===== src/rtl/bus_pipe_array.sv =====
// Elastic DEPTH-stage pipeline for a CHANNELS x WIDTH bus with collapsing bubbles,
// an occupancy count and a synchronous flush that drops valid bits but keeps data.
module bus_pipe_array #(
    parameter  int unsigned WIDTH    = 8,
    parameter  int unsigned CHANNELS = 4,
    parameter  int unsigned DEPTH    = 2,
    localparam int unsigned DW       = WIDTH * CHANNELS,
    localparam int unsigned CW       = $clog2(DEPTH + 1)
) (
    input  logic          CLK,
    input  logic          RST,
    input  logic          FLUSH,
    input  logic          IN_VALID,
    output logic          IN_READY,
    input  logic [DW-1:0] IN_DATA,
    output logic          OUT_VALID,
    input  logic          OUT_READY,
    output logic [DW-1:0] OUT_DATA,
    output logic [CW-1:0] COUNT
);

    if (DEPTH < 1 || WIDTH < 1 || CHANNELS < 1) begin : g_param_check
        $error("bus_pipe_array: DEPTH, WIDTH and CHANNELS must all be >= 1");
    end

    logic [DEPTH-1:0] v;
    logic [DW-1:0]    d [DEPTH];
    logic [DEPTH:0]   r;
    logic [DEPTH-1:0] up_v;
    logic [DW-1:0]    up_d [DEPTH];
    logic [CW-1:0]    count;
    logic             in_xfer;
    logic             out_xfer;

    // A stage can take a word if it is empty or its own word moves on.
    always_comb begin : ready_chain
        r        = '0;
        r[DEPTH] = OUT_READY;
        for (int i = int'(DEPTH) - 1; i >= 0; i--) begin
            r[i] = !v[i] || r[i+1];
        end
    end

    always_comb begin : upstream
        up_v[0] = IN_VALID;
        up_d[0] = IN_DATA;
        for (int i = 1; i < int'(DEPTH); i++) begin
            up_v[i] = v[i-1];
            up_d[i] = d[i-1];
        end
    end

    assign IN_READY  = r[0] & ~FLUSH & ~RST;
    assign in_xfer   = IN_VALID & IN_READY;
    assign out_xfer  = v[DEPTH-1] & OUT_READY;
    assign OUT_VALID = v[DEPTH-1];
    assign OUT_DATA  = d[DEPTH-1];
    assign COUNT     = count;

    always_ff @(posedge CLK) begin : stages
        if (RST) begin
            v     <= '0;
            count <= '0;
            for (int i = 0; i < int'(DEPTH); i++) begin
                d[i] <= '0;
            end
        end else if (FLUSH) begin
            v     <= '0;
            count <= '0;
        end else begin
            for (int i = 0; i < int'(DEPTH); i++) begin
                if (r[i]) begin
                    v[i] <= up_v[i];
                    // Empty slots arriving from upstream leave the old data in place.
                    if (up_v[i]) begin
                        d[i] <= up_d[i];
                    end
                end
            end
            if (in_xfer && !out_xfer) begin
                count <= count + CW'(1);
            end else if (out_xfer && !in_xfer) begin
                count <= count - CW'(1);
            end
        end
    end

endmodule


===== config.mk =====
export PLATFORM = sky130hd
export DESIGN_NAME = bus_pipe_array
export DESIGN_NICKNAME = d
export VERILOG_FILES = /design/src/rtl/bus_pipe_array.sv
export SDC_FILE = /design/constraint.sdc
export NUM_CORES = 1
export LEC_CHECK = 0
export BUFFER_PORTS_ARGS = -buffer_cell sky130_fd_sc_hd__clkbuf_2
export CAP_MARGIN = 20
export CORE_UTILIZATION = 34
export DETAILED_ROUTE_END_ITERATION = 8
export PLACE_DENSITY = 0.58
export SLEW_MARGIN = 20
export SYNTH_ARGS = -nofsm -noshare
export SYNTH_HDL_FRONTEND = slang
export SYNTH_SLANG_ARGS = --single-unit

===== constraint.sdc =====
create_clock -name CLK -period 3.2 [get_ports CLK]
set_input_delay 0.16 -clock CLK [delete_from_list [all_inputs] [get_ports CLK]]
set_output_delay 0.16 -clock CLK [all_outputs]
set_load 0.005 [all_outputs]

==> results.json, run 1 <==
{
  "cts_tree": "built",
  "fin_tns_setup_ns": 0,
  "irDropWorstVdd_mv": 0.2306,
  "netlist_area_um2": 2892,
  "arr_time_crit_path_ns": 2.10,
  "drc": 0,
  "grt_pass1_wl_mm": 6.196,
  "antenna_diode_count": 0,
  "finish.net_count": 276,
  "ios": 73,
  "via_per_inst": 4.086,
  "cp-start-kind": "flop",
  "die-height_um": 94.22,
  "cellPowerDensity_nw_per_um2": 558.3,
  "synth_cells": 190,
  "via_count_of_the_first_global_routing_pass": 1272,
  "p_total_mw": 1.872,
  "layout_common_cells": "72 x clkbuf_2, 64 x edfxtp_1, 53 x and2_2",
  "wirelength_mm": 3.950,
  "ys_ff_latch": 68,
  "synthesis.nets": 228,
  "timing.critical_path.required_ns": 3.40,
  "rsz0062_at_grt": "no",
  "cts-root-to-sink-buffers": 2,
  "detail_route.wl_per_cell_um": 11.35,
  "fmaxAchievable_mhz": 528.0,
  "clk_pin_slew_ns": 0.07,
  "holdWs_ns": 0.09077,
  "cts-htree-levels": 3,
  "floorplan.initialDensity": 0.3519,
  "clock_latency_ns": 0.33,
  "die_w_um": 94.22,
  "cts_root_buf": "clkbuf_8",
  "synth.avg_cell_area_um2": 15.22,
  "drv_slew": 0,
  "layout_cell_share_with_drive_strength_beyond_1": 0.6008,
  "antenna_found_initial": 0,
  "hold_viol": 0,
  "timing.critical_path.fanout_max": 23,
  "drt_iter0_drc": 29,
  "fin_crit_sh": 0.5918,
  "largest_net_degree_at_the_start_of_global_routing": 33,
  "syn2layout_area_growth_pct": 15.97,
  "filler_cell_count": 812,
  "design.core.area_um2": 8217,
  "rows": 33,
  "grt_overflow": 0,
  "number_of_warnings_reported_in_the_yosys_synthesis_log": 0,
  "transition_at_the_pin_with_the_smallest_max_transition_slack_ns": 0.9324,
  "outcome": "complete, no violations",
  "path_class": "flop to flop",
  "synth_cell_types": 21,
  "detailedRoute.firstPassIterationCount": 4,
  "min_period_ns": 1.894,
  "detailedPlacementHpwl_mm": 2.623,
  "place.port_buffers": 72,
  "place_congestion": 0.6201,
  "fin_util": 0.4081,
  "final_antenna_net_count": 0,
  "cts_inserted_buffers": 9,
  "cts_post_setup_buffers_inserted": 0,
  "layout_commonest_cell": "clkbuf_2",
  "grt.total_usage": 0.09939,
  "clkSinkCount": 68,
  "via_count": 1422,
  "cts_resized": 0,
  "cp-end-kind": "flop",
  "slew_headroom": 0.3767,
  "post_cts_hold_buffer_count": 0,
  "die_area_um2": 8877,
  "min_path_type": "input pin to flop",
  "worst_clock_skew_ns": 0.003572,
  "synth_seq_area_share": 0.6923,
  "number_of_violations_of_the_max_capacitance_limit": 0,
  "power_leakage_nw": 1.424,
  "final-setup-viol-count": 0
}
==> through the flow <==
| step | instances | instance area, um^2 | setup WS, ns |
|---|---|---|---|
| after global routing | 348 | 3353 | 1.080 |
| after floorplan | 190 | 2892 | 0.7173 |
| after detailed placement | 332 | 3147 | 1.246 |
| after global placement | 332 | 3147 | 1.266 |
| final | 348 | 3353 | 1.306 |
| after CTS | 348 | 3353 | 1.215 |
==> cells in the mapped netlist <==
library cell / number / area share
or3_1: 1 / 0.0022
clkbuf_2: 6 / 0.010
a21boi_0: 1 / 0.0026
edfxtp_1: 64 / 0.66
o21ai_0: 1 / 0.0017
buf_4: 32 / 0.083
ha_1: 1 / 0.0043
and2b_2: 1 / 0.0030
nand2_1: 1 / 0.0013
nor2_1: 2 / 0.0026
nand2b_1: 1 / 0.0022
and3b_2: 1 / 0.0035
and2_2: 53 / 0.14
a21o_1: 1 / 0.0026
xor2_1: 2 / 0.0061
nor4_4: 1 / 0.0074
o21bai_1: 1 / 0.0026
dfxtp_1: 4 / 0.028
and2_1: 12 / 0.026
o21a_1: 2 / 0.0052
nor3_1: 2 / 0.0035
==> routing by layer <==
layer	vias up	part of all wire	track usage
li1	710	-	-
met1	655	0.41	0.1142
met2	48	0.48	0.1431
met3	9	0.087	0.04935
met4	0	0.020	0.06923
met5	-	0	0
==> final cells by class <==
cell class | count | area (um^2) | share of cell area
Timing Repair Buffer | 75 | 382.9 | 0.1142
Clock buffer | 10 | 127.6 | 0.03806
Sequential cell | 68 | 2002 | 0.5970
Multi-Input combinational cell | 84 | 630.6 | 0.1881
Tap cell | 105 | 131.4 | 0.03918
Clock inverter | 6 | 78.83 | 0.02351
==> where the power goes <==
part / leakage [nW] / internal [mW] / switching (mW) / total, mW
Sequential: 0.704 / 1.02 / 0.0108 / 1.03
Combinational: 0.612 / 0.0529 / 0.0544 / 0.107
Clock: 0.107 / 0.432 / 0.299 / 0.731
Total: 1.42 / 1.51 / 0.364 / 1.87
==> path summary, 6_finish.rpt <==
path	to	slack [ns]	cells past startpoint	start
max reg2reg	d[0][25]	1.31	4	v[1]
max	d[0][25]	1.31	4	v[1]
min	v[0]	0.09	2	IN_VALID
min reg2reg	COUNT[1]	0.51	2	COUNT[1]
==> state kept, by name (all words and copies together) (netlist names) <==
name,cells
d,64
v,2
COUNT,2
==> critical path: stages, from the launching register on <==
cell and delay [ns]:
dfxtp_1 0.33, and3b_2 0.25, nor4_4 0.66, buf_4 0.34
and2_2 0.17
==> cells by family after synthesis <==
family                     after synthesis  share of synthesized area
DFF                                     68                     0.6923
adders and majority gates                1                   0.004326
xor gates and xnor gates                 2                   0.006059
and+or+nand+nor                         75                     0.1891
AOI/OAI and AO/OA                        6                    0.01471
buffers and inverters                   38                    0.09347
No activity file was read; power rests on OpenSTA's default activity.
==> run 2, diff against run 1 <==
--- a/config.mk
+++ b/config.mk
@@ -9,7 +9,7 @@
 export CAP_MARGIN = 20
 export CORE_UTILIZATION = 34
 export DETAILED_ROUTE_END_ITERATION = 8
-export PLACE_DENSITY = 0.58
+export PLACE_DENSITY = 0.6
 export SLEW_MARGIN = 20
 export SYNTH_ARGS = -nofsm -noshare
 export SYNTH_HDL_FRONTEND = slang
==> constraint.sdc (replaced) <==
create_clock -name CLK -period 1.6 [get_ports CLK]
set_input_delay 0.08 -clock CLK [delete_from_list [all_inputs] [get_ports CLK]]
set_output_delay 0.08 -clock CLK [all_outputs]
set_load 0.005 [all_outputs]
==> run 2 against run 1 <==
  * Utilization is 2.0 points higher
  * Clock skew grew 0.0052 ns
  * First-iteration DRC count up 140%
  * Critical endpoint is now COUNT[1]
==> results.json, run 2 (synthesis gave the netlist of run 1 again) <==
{
  "outcome": "complete, no violations",
  "arr_time_crit_path_ns": 1.85,
  "via_per_inst": 4.198,
  "final-setup-viol-count": 0,
  "largest_register_ff_count": 64,
  "min_period_ns": 1.586,
  "slew_headroom": 0.8542,
  "cts_root_buf": "clkbuf_8",
  "final-seq-area_um2": 2003,
  "detailedRoute.firstPassIterationCount": 4,
  "hold_viol": 0,
  "floorplan.initialDensity": 0.3519,
  "syn2layout_area_growth_pct": 21.55,
  "detailedPlacementHpwl_mm": 2.787,
  "number_of_violations_of_the_max_capacitance_limit": 0,
  "timing.critical_path.fanout_max": 2,
  "antenna_diode_count": 0,
  "holdWs_ns": 0.03220,
  "min_path_type": "input pin to flop",
  "cp-end-kind": "flop",
  "drt_iter0_drc": 70,
  "detail_route.wl_per_cell_um": 11.78,
  "grt_overflow": 0,
  "largest_net_degree_at_the_start_of_global_routing": 37,
  "design.core.area_um2": 8217,
  "globalRouteMet1Util": 0.1176,
  "fin_util": 0.4277,
  "rsz0062_at_grt": "yes",
  "grt_pass1_wl_mm": 6.479,
  "via_count_of_the_first_global_routing_pass": 1395,
  "drv_slew": 0,
  "layout_common_cells": "72 x clkbuf_2, 64 x edfxtp_1, 53 x and2_2",
  "die-height_um": 94.22,
  "fin_crit_sh": 0.9911,
  "fin_ws_ns": 0.01427,
  "grt.total_usage": 0.1017,
  "antenna_found_initial": 0,
  "clkSinkCount": 68,
  "met3_track_demand_over_resource": 0.03641,
  "ios": 73,
  "final_antenna_net_count": 0,
  "irDropWorstVdd_mv": 0.4372,
  "cts-root-to-sink-buffers": 2,
  "fin_tns_setup_ns": 0,
  "finalInstanceArea_um2": 3515,
  "path_class": "flop to flop",
  "timing.critical_path.required_ns": 1.87,
  "worst_clock_skew_ns": 0.008767,
  "area_taken_by_multi_input_logic_gates_um2": 643.1,
  "wirelength_mm": 4.230,
  "finish.net_count": 288,
  "cts_inserted_buffers": 9,
  "drc": 0,
  "placedCellCount": 340,
  "clock_latency_ns": 0.33,
  "fmaxAchievable_mhz": 630.6,
  "place.port_buffers": 72,
  "p_total_mw": 3.639,
  "layout_commonest_cell": "clkbuf_2",
  "filler_cell_count": 780,
  "placed_cell_area_um2": 3258,
  "transition_at_the_pin_with_the_smallest_max_transition_slack_ns": 0.2171,
  "cp-start-kind": "flop",
  "place_congestion": 0.6116,
  "use_met2": 0.1606,
  "pre_cts_slack_ns": -0.001529,
  "layout_cell_share_with_drive_strength_beyond_1": 0.6299,
  "busiest_layer": "met2",
  "die_w_um": 94.22,
  "cellPowerDensity_nw_per_um2": 1035,
  "rows": 33,
  "cts-htree-levels": 3,
  "finalNonFillerCells": 359,
  "cts_tree": "built",
  "die_area_um2": 8877,
  "via_count": 1507,
  "power_leakage_nw": 1.501,
  "clk_pin_slew_ns": 0.07,
  "top_register": "d"
}
==> run 2: cell types whose count changed in the layout (fill, tap and decap cells not counted), sizes merged <==
cell	previous run	this run
bufinv	2	1
buf	3	13
dlygate4sd3	0	1
clkbuf	82	83
==> run 2: final timing paths <==
path	from	end	slack, ns	depth (start not counted)
setup / recovery	v[0]	COUNT[1]	0.01	7
hold / removal	IN_DATA[6]	d[0][6]	0.03	2
setup reg to reg	v[0]	COUNT[1]	0.01	7
hold reg to reg	COUNT[1]	COUNT[1]	0.50	2
==> run 2: layer usage <==
metal,up-vias,routed length (um)
met1,709,1742
li1,737,-
met5,-,0
met4,0,66
met2,55,2112
met3,6,309
==> run 2: cell type report <==
type / instances / share of cell area
clock inverter: 5 / 0.01531
clock buffer: 10 / 0.03631
tap: 105 / 0.03738
multi-input combinational: 84 / 0.1830
timing repair buffer: 87 / 0.1581
sequential: 68 / 0.5700
==> run 2: power breakdown <==
part	leakage (nW)	total (mW)	switching (mW)	internal (mW)
registers	0.704	2.07	0.0219	2.04
clock network	0.0959	1.31	0.601	0.706
logic	0.701	0.265	0.120	0.145
total	1.50	3.64	0.743	2.90
==> run 2: what timing repair did <==
item                                    4_1_cts  5_1_grt
pin swaps                                     2        1
endpoints found under the hold margin         1        0
hold buffers                                  1        0
cloned                                        0        1
setup buffers                                 0        2
endpoints found under the setup margin        1       53
resized for setup                             2        5
==> run 2: critical path: stages (launching register included) <==
cell,delay (ns)
dfxtp_1,0.33
and3b_2,0.23
nor3_4,0.04
and2_1,0.16
ha_1,0.18
xor2_1,0.14
or3_1,0.31
a21boi_1,0.13
